--- config.mk ---
export PLATFORM = sky130hd
export DESIGN_NAME = alu_result_stage
export DESIGN_NICKNAME = d
export VERILOG_FILES = /design/src/rtl/alu_pkg.sv /design/src/rtl/result_fifo.sv /design/src/rtl/alu_result_stage.sv
export SDC_FILE = /design/constraint.sdc
export NUM_CORES = 1
export LEC_CHECK = 0
export ABC_CLOCK_PERIOD_IN_PS = 3900
export BUFFER_PORTS_ARGS = -buffer_cell sky130_fd_sc_hd__buf_2
export CAP_MARGIN = 20
export CORE_ASPECT_RATIO = 1.1
export CORE_MARGIN = 4
export CORE_UTILIZATION = 40
export CTS_CLUSTER_SIZE = 10
export DETAILED_ROUTE_END_ITERATION = 7
export GPL_TIMING_DRIVEN = 0
export HOLD_SLACK_MARGIN = 0.1
export SLEW_MARGIN = 20
export SYNTH_ARGS = -nofsm -noshare
export SYNTH_HDL_FRONTEND = slang
export SYNTH_SLANG_ARGS = --single-unit
--- constraint.sdc ---
create_clock -name clk -period 3.9 [get_ports clk]
set_input_delay 0.975 -clock clk [delete_from_list [all_inputs] [get_ports clk]]
set_output_delay 0.975 -clock clk [all_outputs]
set_load 0.1 [all_outputs]
--- src/rtl/alu_pkg.sv ---
// Shared ALU definitions: default datapath widths, opcode encodings and opcode classification.
package alu_pkg;

  localparam int unsigned ALU_WIDTH = 32;
  localparam int unsigned ALU_TAG_W = 5;

  localparam logic [3:0] OP_ADD  = 4'd0;
  localparam logic [3:0] OP_INC  = 4'd1;
  localparam logic [3:0] OP_NEG  = 4'd2;
  localparam logic [3:0] OP_SUB  = 4'd3;
  localparam logic [3:0] OP_PASS = 4'd4;

  function automatic logic is_legal_op(input logic [3:0] op);
    return op <= OP_PASS;
  endfunction

  // Arithmetic ops overwrite the flag register; pass keeps it.
  function automatic logic op_loads_flags(input logic [3:0] op);
    return op < OP_PASS;
  endfunction

endpackage

--- src/rtl/result_fifo.sv ---
// Power-of-two FIFO with occupancy counter; the read port shows zero while empty.
module result_fifo #(
  parameter int unsigned Depth = 2,
  parameter int unsigned Width = 8
) (
  input  logic             clk_i,
  input  logic             rst_i,
  input  logic             push_i,
  input  logic             pop_i,
  input  logic [Width-1:0] wdata_i,
  output logic [Width-1:0] rdata_o,
  output logic             full_o,
  output logic             empty_o
);

  localparam int unsigned PtrW = (Depth > 1) ? $clog2(Depth) : 1;
  localparam int unsigned CntW = $clog2(Depth + 1);
  localparam logic [CntW-1:0] FullCount = CntW'(Depth);

  logic [PtrW-1:0]  wr_ptr_q, wr_ptr_d;
  logic [PtrW-1:0]  rd_ptr_q, rd_ptr_d;
  logic [CntW-1:0]  count_q, count_d;
  logic [Width-1:0] mem_q [Depth];
  logic             do_push, do_pop;

  assign full_o  = (count_q == FullCount);
  assign empty_o = (count_q == '0);
  assign do_push = push_i && !full_o;
  assign do_pop  = pop_i && !empty_o;

  always_comb begin
    wr_ptr_d = wr_ptr_q;
    rd_ptr_d = rd_ptr_q;
    count_d  = count_q;
    if (do_push) wr_ptr_d = wr_ptr_q + 1'b1;
    if (do_pop)  rd_ptr_d = rd_ptr_q + 1'b1;
    case ({do_push, do_pop})
      2'b10:   count_d = count_q + 1'b1;
      2'b01:   count_d = count_q - 1'b1;
      default: count_d = count_q;
    endcase
  end

  always_ff @(posedge clk_i or posedge rst_i) begin
    if (rst_i) begin
      wr_ptr_q <= '0;
      rd_ptr_q <= '0;
      count_q  <= '0;
    end else begin
      wr_ptr_q <= wr_ptr_d;
      rd_ptr_q <= rd_ptr_d;
      count_q  <= count_d;
    end
  end

  // Storage needs no reset: the empty mux hides stale contents.
  always_ff @(posedge clk_i) begin
    if (do_push) mem_q[wr_ptr_q] <= wdata_i;
  end

  assign rdata_o = empty_o ? '0 : mem_q[rd_ptr_q];

endmodule

--- src/rtl/alu_result_stage.sv ---
// Registered ALU result stage: architectural Z/N flag register, illegal-op counter and a
// result FIFO that presents data, tag and the post-op flag snapshot to writeback.
module alu_result_stage
  import alu_pkg::*;
#(
  parameter int unsigned WIDTH = ALU_WIDTH,
  parameter int unsigned TAG_W = ALU_TAG_W,
  parameter int unsigned DEPTH = 2
) (
  input  logic             clk,
  input  logic             rst,
  input  logic             in_valid,
  output logic             in_ready,
  input  logic [WIDTH-1:0] alu_out,
  input  logic             alu_zero,
  input  logic             alu_negative,
  input  logic [3:0]       alu_op,
  input  logic [TAG_W-1:0] in_tag,
  output logic             out_valid,
  input  logic             out_ready,
  output logic [WIDTH-1:0] out_data,
  output logic             out_zero,
  output logic             out_negative,
  output logic [TAG_W-1:0] out_tag,
  output logic [7:0]       bad_op_count
);

  localparam int unsigned EntryW = WIDTH + TAG_W + 2;

  logic              push_acc, op_legal, fifo_full, fifo_empty;
  logic [1:0]        flags_q, flags_d;
  logic [7:0]        bad_q, bad_d;
  logic [EntryW-1:0] fifo_wdata, fifo_rdata;

  assign push_acc = in_valid && in_ready;
  assign op_legal = is_legal_op(alu_op);

  always_comb begin
    flags_d = flags_q;
    bad_d   = bad_q;
    if (push_acc && op_loads_flags(alu_op)) flags_d = {alu_zero, alu_negative};
    if (push_acc && !op_legal && (bad_q != 8'hFF)) bad_d = bad_q + 8'd1;
  end

  always_ff @(posedge clk or posedge rst) begin
    if (rst) begin
      flags_q <= '0;
      bad_q   <= '0;
    end else begin
      flags_q <= flags_d;
      bad_q   <= bad_d;
    end
  end

  // Each entry carries the flag value as it stands after its own op.
  assign fifo_wdata = {alu_out, in_tag, flags_d};

  result_fifo #(
    .Depth (DEPTH),
    .Width (EntryW)
  ) u_result_fifo (
    .clk_i   (clk),
    .rst_i   (rst),
    .push_i  (push_acc && op_legal),
    .pop_i   (out_ready),
    .wdata_i (fifo_wdata),
    .rdata_o (fifo_rdata),
    .full_o  (fifo_full),
    .empty_o (fifo_empty)
  );

  assign in_ready     = !fifo_full;
  assign out_valid    = !fifo_empty;
  assign bad_op_count = bad_q;
  assign {out_data, out_tag, out_zero, out_negative} = fifo_rdata;

  zero_flag_consistent: assert property (@(posedge clk) disable iff (rst)
    (push_acc && op_loads_flags(alu_op)) |-> (alu_zero == (alu_out == '0)));

  neg_flag_consistent: assert property (@(posedge clk) disable iff (rst)
    (push_acc && op_loads_flags(alu_op)) |-> (alu_negative == (alu_out[WIDTH-1] && !alu_zero)));

endmodule

==> metrics.txt <==
# TYPE chip_impl_metric gauge
chip_impl_info{name="outcome",value="finished clean"} 1
chip_impl_metric{name="final_hold_viol_count",unit=""} 0
chip_impl_metric{name="placement.io_buffers",unit=""} 95
chip_impl_info{name="crit_chain",value="nor2_1, buf_2, buf_2, nor2_1, buf_2"} 1
chip_impl_metric{name="detail_route.wirelength",unit="µm"} 6710
chip_impl_metric{name="n_fill_cell",unit=""} 773
chip_impl_metric{name="ff_latch_area",unit="mm²"} 0.00269
chip_impl_metric{name="antenna_diode_count",unit=""} 0
chip_impl_metric{name="synth.distinct_cells",unit=""} 28
chip_impl_metric{name="final.setup.tns",unit="ps"} 0
chip_impl_metric{name="finalWeightedCongestion",unit=""} 0.745
chip_impl_metric{name="seq_area_frac_synth",unit=""} 0.736
chip_impl_metric{name="cts_max_level",unit=""} 3
chip_impl_metric{name="final-max-slew-violation-count",unit=""} 0
chip_impl_metric{name="setup_buffers_after_cts",unit=""} 0
chip_impl_info{name="mostFrequentLayoutCell",value="sky130_fd_sc_hd__buf_2"} 1
chip_impl_info{name="cp_common_cell",value="sky130_fd_sc_hd__buf_2"} 1
chip_impl_metric{name="antenna_violating_nets_post_route",unit=""} 0
chip_impl_metric{name="avgViaCountPerCell",unit=""} 4.60
chip_impl_metric{name="final_layout_size_suffix_gt1_frac",unit=""} 0.377
chip_impl_metric{name="synth.top_cell.area_share",unit=""} 0.640
chip_impl_metric{name="mappedNetlistNets",unit=""} 278
chip_impl_metric{name="first_pass_grt_wire_length",unit="µm"} 10700
chip_impl_metric{name="slew_at_the_pin_with_the_worst_max_slew_slack",unit="ps"} 543
chip_impl_info{name="ctsRootBufferMaster",value="sky130_fd_sc_hd__clkbuf_8"} 1
chip_impl_info{name="yosysTopAreaCell",value="sky130_fd_sc_hd__edfxtp_1"} 1
chip_impl_metric{name="drcViolationCount",unit=""} 0
chip_impl_metric{name="timing.final.crit_period",unit="ps"} 3020
chip_impl_info{name="rsz0062_at_grt",value="false"} 1
chip_impl_metric{name="floorplan.die.height",unit="µm"} 108
chip_impl_metric{name="setup-violations-final",unit=""} 0
chip_impl_metric{name="timing.fmax",unit="MHz"} 331
chip_impl_metric{name="boundaryPins",unit=""} 96
chip_impl_info{name="setup.worst_path.end_class",value="output pin"} 1
chip_impl_metric{name="ys_ff_latch",unit=""} 92
chip_impl_metric{name="clkTransAtPathRegs",unit="ps"} 80
chip_impl_metric{name="clock_insertion_delay_worst_skew",unit="ps"} 350
chip_impl_metric{name="max_cap_viol_count",unit=""} 0
chip_impl_info{name="layout_common_cells",value="101 x sky130_fd_sc_hd__buf_2, 78 x sky130_fd_sc_hd__edfxtp_1, 44 x sky130_fd_sc_hd__nor2_1"} 1
chip_impl_metric{name="r2r_setup_slack",unit="ps"} 1970
chip_impl_info{name="start_kind",value="flip-flop"} 1
chip_impl_metric{name="total_placed_cells_including_tap_cells",unit=""} 440
chip_impl_metric{name="detailedPlacementHpwl",unit="µm"} 4730
chip_impl_metric{name="final_critical_path_setup_slack",unit="ps"} 882
chip_impl_metric{name="die-area",unit="mm²"} 0.0107
chip_impl_info{name="cp_top_family",value="buffers and inverters"} 1
chip_impl_metric{name="avgSynthCellArea",unit="µm²"} 16.0
chip_impl_metric{name="num_rows",unit=""} 36
chip_impl_metric{name="critical_path_peak_fanout",unit=""} 10
chip_impl_metric{name="numClockSinks",unit=""} 92
chip_impl_metric{name="nets",unit=""} 386
chip_impl_metric{name="postCtsResizedCells",unit=""} 0
chip_impl_metric{name="number_of_warning_messages_in_the_yosys_log",unit=""} 0
chip_impl_metric{name="finish.cell_count_without_fillers",unit=""} 456
chip_impl_metric{name="cts-hold-fix-buffers",unit=""} 0
chip_impl_info{name="area_contributors_post_synth",value="sky130_fd_sc_hd__edfxtp_1 64%, sky130_fd_sc_hd__mux2i_1 11%, sky130_fd_sc_hd__dfrtp_1 9.6%"} 1
chip_impl_metric{name="die_x",unit="µm"} 99.2
chip_impl_metric{name="worst_clock_skew",unit="ps"} 5.00
chip_impl_metric{name="synth.cell_area",unit="mm²"} 0.00366
chip_impl_metric{name="place_worst_setup_slack",unit="ps"} 1150
chip_impl_metric{name="post_synth_inst_count",unit=""} 229
chip_impl_metric{name="grt_max_degree",unit=""} 26
chip_impl_info{name="cts_tree",value="built"} 1
chip_impl_metric{name="drt-wirelength-per-cell",unit="µm"} 14.7
chip_impl_info{name="worstHoldPathType",value="flip-flop to flip-flop"} 1
chip_impl_metric{name="worst-endpoint-required",unit="ps"} 2920
chip_impl_metric{name="first_iter_violations",unit=""} 72
chip_impl_metric{name="finalCritPeriodShare",unit=""} 0.774
chip_impl_info{name="timing_worst_setup_path_type",value="flip-flop to output pin"} 1
chip_impl_metric{name="relSlewSlack",unit=""} 0.638
chip_impl_metric{name="grt_pass1_vias",unit=""} 2211
chip_impl_metric{name="detailedRoute.firstPassIterationCount",unit=""} 4
chip_impl_metric{name="dr_total_vias",unit=""} 2099
chip_impl_metric{name="design.core.area",unit="mm²"} 0.00887
chip_impl_metric{name="antenna_found_initial",unit=""} 0
chip_impl_metric{name="critPathArrivalTime",unit="ps"} 2040
chip_impl_metric{name="multi_input_area",unit="µm²"} 925
chip_impl_metric{name="gr-total-overflow",unit=""} 0
chip_impl_metric{name="layout-area-overhead-vs-synth",unit="%"} 23.6
chip_impl_metric{name="gr-usage-all-layers",unit=""} 0.133
chip_impl_metric{name="timing.critical_path.slowest_cell_delay",unit="ps"} 450
chip_impl_metric{name="tritoncts.num_buffers",unit=""} 9
chip_impl_metric{name="start_util",unit=""} 0.412
chip_impl_metric{name="clockBufferDepth",unit=""} 2
chip_impl_metric{name="critical_path_buf_inv_count",unit=""} 3
chip_impl_info{name="cp_slowest_cell",value="sky130_fd_sc_hd__dfrtp_1"} 1
## worst paths after layout
path | start | to | cells past startpoint
max in group asynchronous | rst | u_result_fifo.rd_ptr_q | 2
setup / recovery | u_result_fifo.count_q[1] | out_data[22] | 5
hold reg to reg | bad_op_count[5] | bad_op_count[5] | 1
min in group asynchronous | rst | flags_q[1] | 2
hold / removal | bad_op_count[5] | bad_op_count[5] | 1
setup reg to reg | u_result_fifo.count_q[0] | u_result_fifo.mem_q[0][30] | 4
## routing by layer
layer | wire [µm] | vias up | share of wire | track usage
met4 | 128 | 0 | 0.019 | 0.0673
met2 | 3400 | 55 | 0.51 | 0.221
met5 | 0 | - | 0 | 0
met3 | 351 | 8 | 0.052 | 0.0368
met1 | 2830 | 992 | 0.42 | 0.157
li1 | - | 1044 | - | -
## flip-flops by register name (all words and copies together), names as in the netlist
name and count:
flags_q 2, u_result_fifo.mem_q 78, u_result_fifo.count_q 2, bad_op_count 8, u_result_fifo.wr_ptr_q 1, u_result_fifo.rd_ptr_q 1
## cell usage after synthesis
library cell / count
sky130_fd_sc_hd__mux2_1: 1
sky130_fd_sc_hd__o211ai_4: 1
sky130_fd_sc_hd__clkbuf_1: 3
sky130_fd_sc_hd__mux2_4: 1
sky130_fd_sc_hd__o21bai_1: 1
sky130_fd_sc_hd__mux2_2: 3
sky130_fd_sc_hd__and3_1: 1
sky130_fd_sc_hd__inv_1: 4
sky130_fd_sc_hd__nor2_1: 46
sky130_fd_sc_hd__nand2_1: 5
sky130_fd_sc_hd__nor4b_4: 1
sky130_fd_sc_hd__ha_1: 2
sky130_fd_sc_hd__nand3_1: 3
sky130_fd_sc_hd__edfxtp_1: 78
sky130_fd_sc_hd__nand2b_1: 1
sky130_fd_sc_hd__nand2b_4: 1
sky130_fd_sc_hd__dfrtp_1: 14
sky130_fd_sc_hd__mux2i_1: 39
sky130_fd_sc_hd__and2_1: 1
sky130_fd_sc_hd__nor2_4: 1
sky130_fd_sc_hd__o31a_2: 1
sky130_fd_sc_hd__xor2_1: 6
sky130_fd_sc_hd__buf_2: 6
sky130_fd_sc_hd__o31ai_1: 1
sky130_fd_sc_hd__o21a_1: 1
sky130_fd_sc_hd__xnor2_1: 3
sky130_fd_sc_hd__nor3_1: 3
sky130_fd_sc_hd__a31oi_2: 1
## cell type report
class | count | share of cell area
clock inverter | 7 | 0.0147
clock buffer | 9 | 0.0274
inverter | 4 | 0.00332
sequential | 92 | 0.595
tap | 114 | 0.0315
buffer | 9 | 0.00913
multi-input combinational | 124 | 0.204
timing repair buffer | 97 | 0.114
## stage by stage
stage                util  area, µm²  hold slack (ps)
floorplan               -       3660              468
global placement    0.482       4280              481
detailed placement  0.488       4330              488
CTS                 0.510       4520              501
global route        0.510       4520              541
finish              0.510       4520              496
## kinds of logic after synthesis
logic type,after synthesis,share of synthesized area
AOI/OAI and AO/OA,6,0.0181
xor gates and xnor gates,9,0.0215
adders and majority gates,2,0.00684
buffers and inverters,13,0.0154
DFF,92,0.736
muxes,44,0.123
and+or+nand+nor,63,0.0790
Power is not shown: default switching activity piles up to over one toggle a cycle in this logic, so the estimate is an artifact.
